[config.mk]
export PLATFORM = sky130hd
export DESIGN_NAME = gray_frame_arbiter
export DESIGN_NICKNAME = d
export VERILOG_FILES = /design/src/rtl/gray_arb_pkg.sv /design/src/rtl/gray_frame_arbiter_tag_delay.sv /design/src/rtl/gray_frame_arbiter.sv
export SDC_FILE = /design/constraint.sdc
export NUM_CORES = 1
export LEC_CHECK = 0
export BUFFER_PORTS_ARGS = -buffer_cell sky130_fd_sc_hd__buf_2
export CAP_MARGIN = 15
export CELL_PAD_IN_SITES_DETAIL_PLACEMENT = 1
export CELL_PAD_IN_SITES_GLOBAL_PLACEMENT = 1
export CORE_ASPECT_RATIO = 0.7
export CORE_MARGIN = 3
export CORE_UTILIZATION = 30
export DETAILED_ROUTE_END_ITERATION = 10
export GPL_ROUTABILITY_DRIVEN = 0
export MAX_ROUTING_LAYER = met4
export PLACE_DENSITY = 0.75
export SLEW_MARGIN = 10
export SYNTH_ARGS = -nofsm -noshare
export SYNTH_HDL_FRONTEND = slang
export SYNTH_SLANG_ARGS = --single-unit
[constraint.sdc]
create_clock -name clk -period 4.9 [get_ports clk]
set_input_delay 0.245 -clock clk [delete_from_list [all_inputs] [get_ports clk]]
set_output_delay 0.245 -clock clk [all_outputs]
set_load 0.01 [all_outputs]
[src/rtl/gray_arb_pkg.sv]
// Shared types and round-robin helpers for the gray frame arbiter.
// Supports up to eight sources; IDs are carried as 3-bit values internally.
package gray_arb_pkg;

    typedef enum logic {
        IDLE  = 1'b0,
        GRANT = 1'b1
    } state_e;

    localparam int RGB_WIDTH  = 24;
    localparam int DROP_CNT_W = 16;

    function automatic logic [2:0] rr_next(
        input logic [2:0]  p,
        input int unsigned n
    );
        if (32'(p) + 32'd1 >= n) return 3'd0;
        return p + 3'd1;
    endfunction

    // First requester at or after ptr, wrapping modulo n.
    function automatic logic [2:0] rr_pick(
        input logic [7:0]  req,
        input logic [2:0]  ptr,
        input int unsigned n
    );
        logic [2:0] idx;
        logic [2:0] sel;
        logic       hit;
        sel = ptr;
        idx = ptr;
        hit = 1'b0;
        for (int k = 0; k < 8; k++) begin
            if (!hit && 32'(k) < n && req[idx]) begin
                sel = idx;
                hit = 1'b1;
            end
            idx = rr_next(idx, n);
        end
        return sel;
    endfunction

endpackage

[src/rtl/gray_frame_arbiter_tag_delay.sv]
// Source-ID tag delay line matching the converter pipeline depth.
// Advances every cycle; tags of invalid slots are forced to zero.
module gray_tag_delay #(
    parameter int DEPTH = 3,
    parameter int W     = 2
) (
    input  logic         clk,
    input  logic         rst_n,
    input  logic         valid_i,
    input  logic [W-1:0] tag_i,
    output logic         valid_o,
    output logic [W-1:0] tag_o
);

    logic [DEPTH-1:0] vld_q;
    logic [W-1:0]     tag_q [DEPTH];

    always_ff @(posedge clk or negedge rst_n) begin
        if (!rst_n) begin
            vld_q <= '0;
            for (int k = 0; k < DEPTH; k++) tag_q[k] <= '0;
        end else begin
            vld_q[0] <= valid_i;
            tag_q[0] <= valid_i ? tag_i : '0;
            for (int k = 1; k < DEPTH; k++) begin
                vld_q[k] <= vld_q[k-1];
                tag_q[k] <= tag_q[k-1];
            end
        end
    end

    assign valid_o = vld_q[DEPTH-1];
    assign tag_o   = tag_q[DEPTH-1];

endmodule

[src/rtl/gray_frame_arbiter.sv]
// Frame-granular round-robin arbiter feeding one RGB->gray converter.
// Define GRAY_ARB_TIMEOUT_EN to enable the GRANT stall watchdog.
module gray_frame_arbiter
    import gray_arb_pkg::*;
#(
    parameter int NUM_SRC      = 4,
    parameter int RGB_WIDTH    = gray_arb_pkg::RGB_WIDTH,
    parameter int CONV_LATENCY = 3,
    parameter int LINE_CNT_W   = 16,
    parameter int TIMEOUT_CYC  = 4096,
    localparam int ID_W        = $clog2(NUM_SRC)
) (
    input  logic                         clk,
    input  logic                         rst_n,
    input  logic [NUM_SRC-1:0]           s_axis_tvalid,
    output logic [NUM_SRC-1:0]           s_axis_tready,
    input  logic [NUM_SRC*RGB_WIDTH-1:0] s_axis_tdata,
    input  logic [NUM_SRC-1:0]           s_axis_tlast,
    input  logic [NUM_SRC-1:0]           s_axis_tuser,
    output logic                         m_axis_tvalid,
    input  logic                         m_axis_tready,
    output logic [RGB_WIDTH-1:0]         m_axis_tdata,
    output logic                         m_axis_tlast,
    output logic                         m_axis_tuser,
    input  logic [LINE_CNT_W-1:0]        cfg_frame_lines,
    output logic [ID_W-1:0]              gray_tid,
    output logic                         gray_tid_valid,
    output logic [ID_W-1:0]              grant_id,
    output logic                         busy,
    output logic [DROP_CNT_W-1:0]        drop_count,
    output logic                         timeout_err
);

    if (NUM_SRC < 2 || NUM_SRC > 8 || TIMEOUT_CYC < 2 || CONV_LATENCY < 1) begin : g_bad
        $error("gray_frame_arbiter: unsupported parameter set");
    end

    state_e                state_q, state_d;
    logic [ID_W-1:0]       gid_q, gid_d;
    logic [ID_W-1:0]       rr_q, rr_d;
    logic [LINE_CNT_W-1:0] lines_q, lines_d;
    logic [LINE_CNT_W-1:0] cnt_q, cnt_d;
    logic [DROP_CNT_W-1:0] drop_q, drop_d;
    logic [DROP_CNT_W:0]   drop_sum;
    logic [3:0]            stray_n;
    logic [NUM_SRC-1:0]    stray, cand;
    logic [ID_W-1:0]       pick;
    logic                  hs;
    logic                  to_fire;

    // Stray acceptance is gated by reset so every output reads 0 in reset.
    assign stray = s_axis_tvalid & ~s_axis_tuser & {NUM_SRC{rst_n}};
    assign cand  = s_axis_tvalid & s_axis_tuser;
    assign pick  = ID_W'(rr_pick(8'(cand), 3'(rr_q), NUM_SRC));

    always_comb begin
        s_axis_tready = '0;
        m_axis_tvalid = 1'b0;
        m_axis_tdata  = '0;
        m_axis_tlast  = 1'b0;
        m_axis_tuser  = 1'b0;
        if (state_q == GRANT) begin
            m_axis_tvalid        = s_axis_tvalid[gid_q];
            m_axis_tdata         = s_axis_tdata[gid_q*RGB_WIDTH +: RGB_WIDTH];
            m_axis_tlast         = s_axis_tlast[gid_q];
            m_axis_tuser         = s_axis_tuser[gid_q];
            s_axis_tready[gid_q] = m_axis_tready;
        end else begin
            s_axis_tready = stray;
        end
    end

    assign hs = m_axis_tvalid & m_axis_tready;

    always_comb begin
        stray_n = '0;
        if (state_q == IDLE) begin
            for (int i = 0; i < NUM_SRC; i++) stray_n = stray_n + 4'(stray[i]);
        end
        drop_sum = {1'b0, drop_q} + (DROP_CNT_W+1)'(stray_n);
        drop_d   = drop_sum[DROP_CNT_W] ? '1 : drop_sum[DROP_CNT_W-1:0];
    end

    always_comb begin
        state_d = state_q;
        gid_d   = gid_q;
        rr_d    = rr_q;
        lines_d = lines_q;
        cnt_d   = cnt_q;
        unique case (state_q)
            IDLE: begin
                if (|cand) begin
                    state_d = GRANT;
                    gid_d   = pick;
                    cnt_d   = '0;
                    lines_d = (cfg_frame_lines == '0) ? LINE_CNT_W'(1) : cfg_frame_lines;
                end
            end
            GRANT: begin
                if (to_fire) begin
                    state_d = IDLE;
                    rr_d    = ID_W'(rr_next(3'(gid_q), NUM_SRC));
                end else if (hs && m_axis_tlast) begin
                    if (cnt_q == lines_q - LINE_CNT_W'(1)) begin
                        state_d = IDLE;
                        rr_d    = ID_W'(rr_next(3'(gid_q), NUM_SRC));
                    end else begin
                        cnt_d = cnt_q + LINE_CNT_W'(1);
                    end
                end
            end
            default: state_d = IDLE;
        endcase
    end

    always_ff @(posedge clk or negedge rst_n) begin
        if (!rst_n) begin
            state_q <= IDLE;
            gid_q   <= '0;
            rr_q    <= '0;
            lines_q <= '0;
            cnt_q   <= '0;
            drop_q  <= '0;
        end else begin
            state_q <= state_d;
            gid_q   <= gid_d;
            rr_q    <= rr_d;
            lines_q <= lines_d;
            cnt_q   <= cnt_d;
            drop_q  <= drop_d;
        end
    end

`ifdef GRAY_ARB_TIMEOUT_EN
    localparam int TW = $clog2(TIMEOUT_CYC + 1);

    logic [TW-1:0] stall_q, stall_d;
    logic          to_q;

    always_comb begin
        stall_d = '0;
        to_fire = 1'b0;
        if (state_q == GRANT && !hs) begin
            if (stall_q == TW'(TIMEOUT_CYC - 1)) to_fire = 1'b1;
            else stall_d = stall_q + TW'(1);
        end
    end

    always_ff @(posedge clk or negedge rst_n) begin
        if (!rst_n) begin
            stall_q <= '0;
            to_q    <= 1'b0;
        end else begin
            stall_q <= stall_d;
            to_q    <= to_fire;
        end
    end

    assign timeout_err = to_q;
`else
    assign to_fire     = 1'b0;
    assign timeout_err = 1'b0;
`endif

    gray_tag_delay #(
        .DEPTH (CONV_LATENCY),
        .W     (ID_W)
    ) u_tag (
        .clk     (clk),
        .rst_n   (rst_n),
        .valid_i (hs),
        .tag_i   (gid_q),
        .valid_o (gray_tid_valid),
        .tag_o   (gray_tid)
    );

    assign grant_id   = gid_q;
    assign busy       = (state_q == GRANT);
    assign drop_count = drop_q;

endmodule

==> results.txt <==
- Setup total negative slack on the finished layout was measured at 0 ps.
* Total standard cell area after synthesis: 4590 um^2
* Area of the multi-input gates: 2870 um^2
* Diode insertion count for antenna repair: 0
- Mux cell area share after synthesis: 14.9%
- For this run, the number of Yosys warnings is 0.
- Of all flip-flops after synthesis, the portion carrying an async set or reset was 100%.
- Effective utilization at floorplan: 31.0%
- Full die area: 16800 um^2
- Clock latency on the worst-skew pair, taken at its later pin, is 330 ps.
- Buffers inserted to repair hold after CTS numbered 0.
* Final worst clock skew: 4.43 ps
- Along the worst path, the maximum fanout reaches 28.
* Synth Register Bits: 62
- Of the available clock period, the critical path in the final layout requires 73.4%.
- From left edge to right edge, the die measures 154 um.
- Detailed placement finished with a half-perimeter wire length of 13.2 mm.
- Global-route wire length before repair: 26.3 mm
- Total track usage: 20.4%
- Storage element area: 1550 um^2
* Standby leakage power: 2.85 nW
* Library cells used by synthesis: 55
- Remaining antenna violation count after routing: 0
- Vias in the first global route: 4773
- Setup repair after global routing left no endpoint under its margin.
- Crit path launch type: register
- Setup slack on the critical path of the routed design comes to 1300 ps.
* Min Clock Period, post-route: 3600 ps
* Worst Max-Slew Pin Slew: 1110 ps
* Area fraction in compound gates after synthesis: 11.4%
- 181 I/O pins were placed.
* Most used DFF post-synth: dfrtp_1
* Clock tree from TritonCTS: done
- The synthesized netlist devotes 6.30% of its cell area to XOR and XNOR gates.
* Max rail drop VDD: 0.257 mV
- After clock tree synthesis, the clock-pin slew on the worst setup and hold paths is 60 ps.
- Port buffering added 179 buffers.
- Post-cts sizing count: 0
- In this run, the number of DRC markers left after iteration 0 of detailed routing was 294.
- Total count of max-transition violations in the final report: 0
* Finish-stage setup viols: 0
- In this run the worst hold path is classified as input port to register.
- Required time of the critical path: 5160 ps
- STA classifies the critical path endpoint as a register.
- Arrival time at the worst endpoint: 3850 ps
- CTS Root Buffer Type: clkbuf_16
- CTS HTree Levels: 3
* Clk sink count: 62
* Routed vias: 4554
- Wirelength, routed: 16.4 mm
- Power per Cell Area: 481 nW/um^2
* Design Power: 2.86 mW
* Fraction of layout instances using a drive strength above 1: 36.5%
* Number of nets in the finished design: 799
* Max_cap viols: 0
- Buffers inserted during clock tree synthesis total 9.
- The final-report hold violation count came to 0.
- Fraction of the mapped netlist area in adder cells: 5.12%
* Deepest clock path buffer count: 2
- Measured along the y axis, the die boundary spans 109 um.
- The filler cells instantiated in the layout total 1790.
- Entering global routing, the biggest net connects 64 pins.
* Kind of critical path: register to register
- On the final layout, the worst hold slack is 119 ps.
* Core Region: 14800 um^2
- The number of nets handed over by synthesis was 628.
* Vias per cell: 5.33
- After detailed placement, the design holds a cell count of 839.
* Overflow after GRT: 0
- After synthesis, the largest family of logic cells by area is simple AND/OR/NAND/NOR gates.
- Signed area change from the synthesized netlist to the final layout: 29.4%
- Once the clock tree was built, the setup fixing pass inserted 0 buffers.
- Number of enable-type register cells in the synthesized netlist: 0
- Status: completed
- Mapped Cells: 484
- Routed wire per std cell: 19.2 um
* Post-synthesis sequential area ratio: 33.8%
- The number of antenna violations at the first check in global routing came to 1.
- Row generation in the floorplan step produced 37 rows.
* Number of remaining DRC errors: 0
- Slew margin rel.: 24.9%
* Highest achievable clock rate: 278 MHz
* Number of standard cells in the final layout excluding fillers: 855
- After synthesis, the mean cell area works out to 9.48 um^2.
- OpenSTA, run right after detailed placement, puts the worst setup slack at 1010 ps.
- Count of TritonRoute iterations in the first routing pass: 4
* Synth Area in Simple Gates: 24.6%
-- worst max-delay path: stages, from the launching register on --
cell and delay [ps]:
dfrtp_1 410, inv_1 100, ha_1 320, or4b_4 530, or3_1 360, a21o_1 210
a2111oi_4 390, o2111ai_2 260, o21ai_4 550, o21ai_0 210, a21oi_1 160
-- area by class of cell --
type / count / share of cell area, %
clock inverters: 7 / 0.927
multi-input cells: 383 / 48.4
flip-flops and latches: 62 / 26.1
clock buffers: 9 / 3.79
well taps: 195 / 4.11
repair buffers: 184 / 15.7
inverters: 15 / 0.948
-- metrics by stage --
step	cell area (um^2)	util [%]
floorplan	4590	-
global placement	5660	38.2
detailed placement	5660	38.2
CTS	5940	40.1
global route	5940	40.1
finish	5940	40.1
-- cell usage after synthesis, types with 4 or more instances --
library cell	instances	area share, %
a21oi_1	29	3.2
and2_1	33	4.5
and3_1	10	1.4
clkbuf_1	17	1.4
dfrtp_1	62	34
ha_1	14	3.8
inv_1	15	1.2
mux4_2	29	14
nand2_1	76	6.2
nand2b_1	4	0.55
nand3_1	19	2.1
nand3b_1	4	0.65
nand4_1	8	1.1
nor2_1	20	1.6
nor2b_1	6	0.82
nor3_1	5	0.55
nor4_1	6	0.82
o21ai_0	28	3.1
or3_1	13	1.8
xnor2_1	21	4.0
xor2_1	12	2.3
-- path summary, 6_finish.rpt --
path                       cells after the start              to  slack [ps]                 from
setup / recovery                              10       cnt_q[12]        1300           lines_q[0]
hold / removal                                 3     lines_q[11]         120  cfg_frame_lines[11]
setup reg to reg                              10       cnt_q[12]        1300           lines_q[0]
hold reg to reg                                0  u_tag.vld_q[1]         350       u_tag.vld_q[0]
max in group asynchronous                      2     grant_id[0]        4170                rst_n
min in group asynchronous                      2     grant_id[1]         160                rst_n
-- state kept, by name, indices dropped and copies added (netlist names) --
| name | cells |
|---|---|
| busy | 1 |
| cnt_q | 16 |
| drop_count | 16 |
| grant_id | 2 |
| lines_q | 16 |
| rr_q | 2 |
| u_tag.tag_o | 2 |
| u_tag.tag_q | 4 |
| u_tag.vld_q | 3 |
-- placed cells by master, fill, tap and decap left out, drive strengths merged, types with 3 or more instances in the layout --
master / instances
buf: 184
nand2: 76
dfrtp: 62
and2: 33
o21ai: 31
mux4: 29
a21oi: 29
xnor2: 21
nor2: 20
nand3: 19
inv: 19
ha: 14
or3: 13
xor2: 12
and3: 10
clkbuf: 9
nand4: 8
nor4: 6
nor2b: 6
nor3: 5
nand2b: 4
nand3b: 4
nor3b: 3
a21o: 3
or2: 3
or4: 3
fa: 3
-- power breakdown --
group	leakage (nW)	total, mW	internal (mW)	switching (mW)
sequential	0.795	0.829	0.645	0.185
clock	0.139	0.604	0.349	0.255
combinational	1.91	1.42	0.665	0.758
total	2.85	2.86	1.66	1.20
-- logic make-up (layout without fill, tap and decap cells) --
| logic type | after synthesis | count (layout) |
|---|---|---|
| AO/OA/AOI/OAI | 82 | 82 |
| XOR/XNOR | 33 | 33 |
| adder cells (fa/ha/maj) | 17 | 17 |
| buffers and inverters | 39 | 215 |
| flip-flops | 62 | 62 |
| multiplexers | 32 | 32 |
| other | 1 | 1 |
| AND/OR/NAND/NOR | 218 | 218 |
-- per-layer routing --
| metal | routed length [um] | vias up | GRT usage, % | share of wire, % |
|---|---|---|---|---|
| li1 | - | 2087 | - | - |
| met1 | 7810 | 2346 | 27.8 | 48 |
| met2 | 7720 | 107 | 32.3 | 47 |
| met3 | 662 | 14 | 3.58 | 4.0 |
| met4 | 187 | 0 | 4.60 | 1.1 |
| met5 | 0 | - | - | 0 |
No activity file was read; power rests on OpenSTA's default activity.
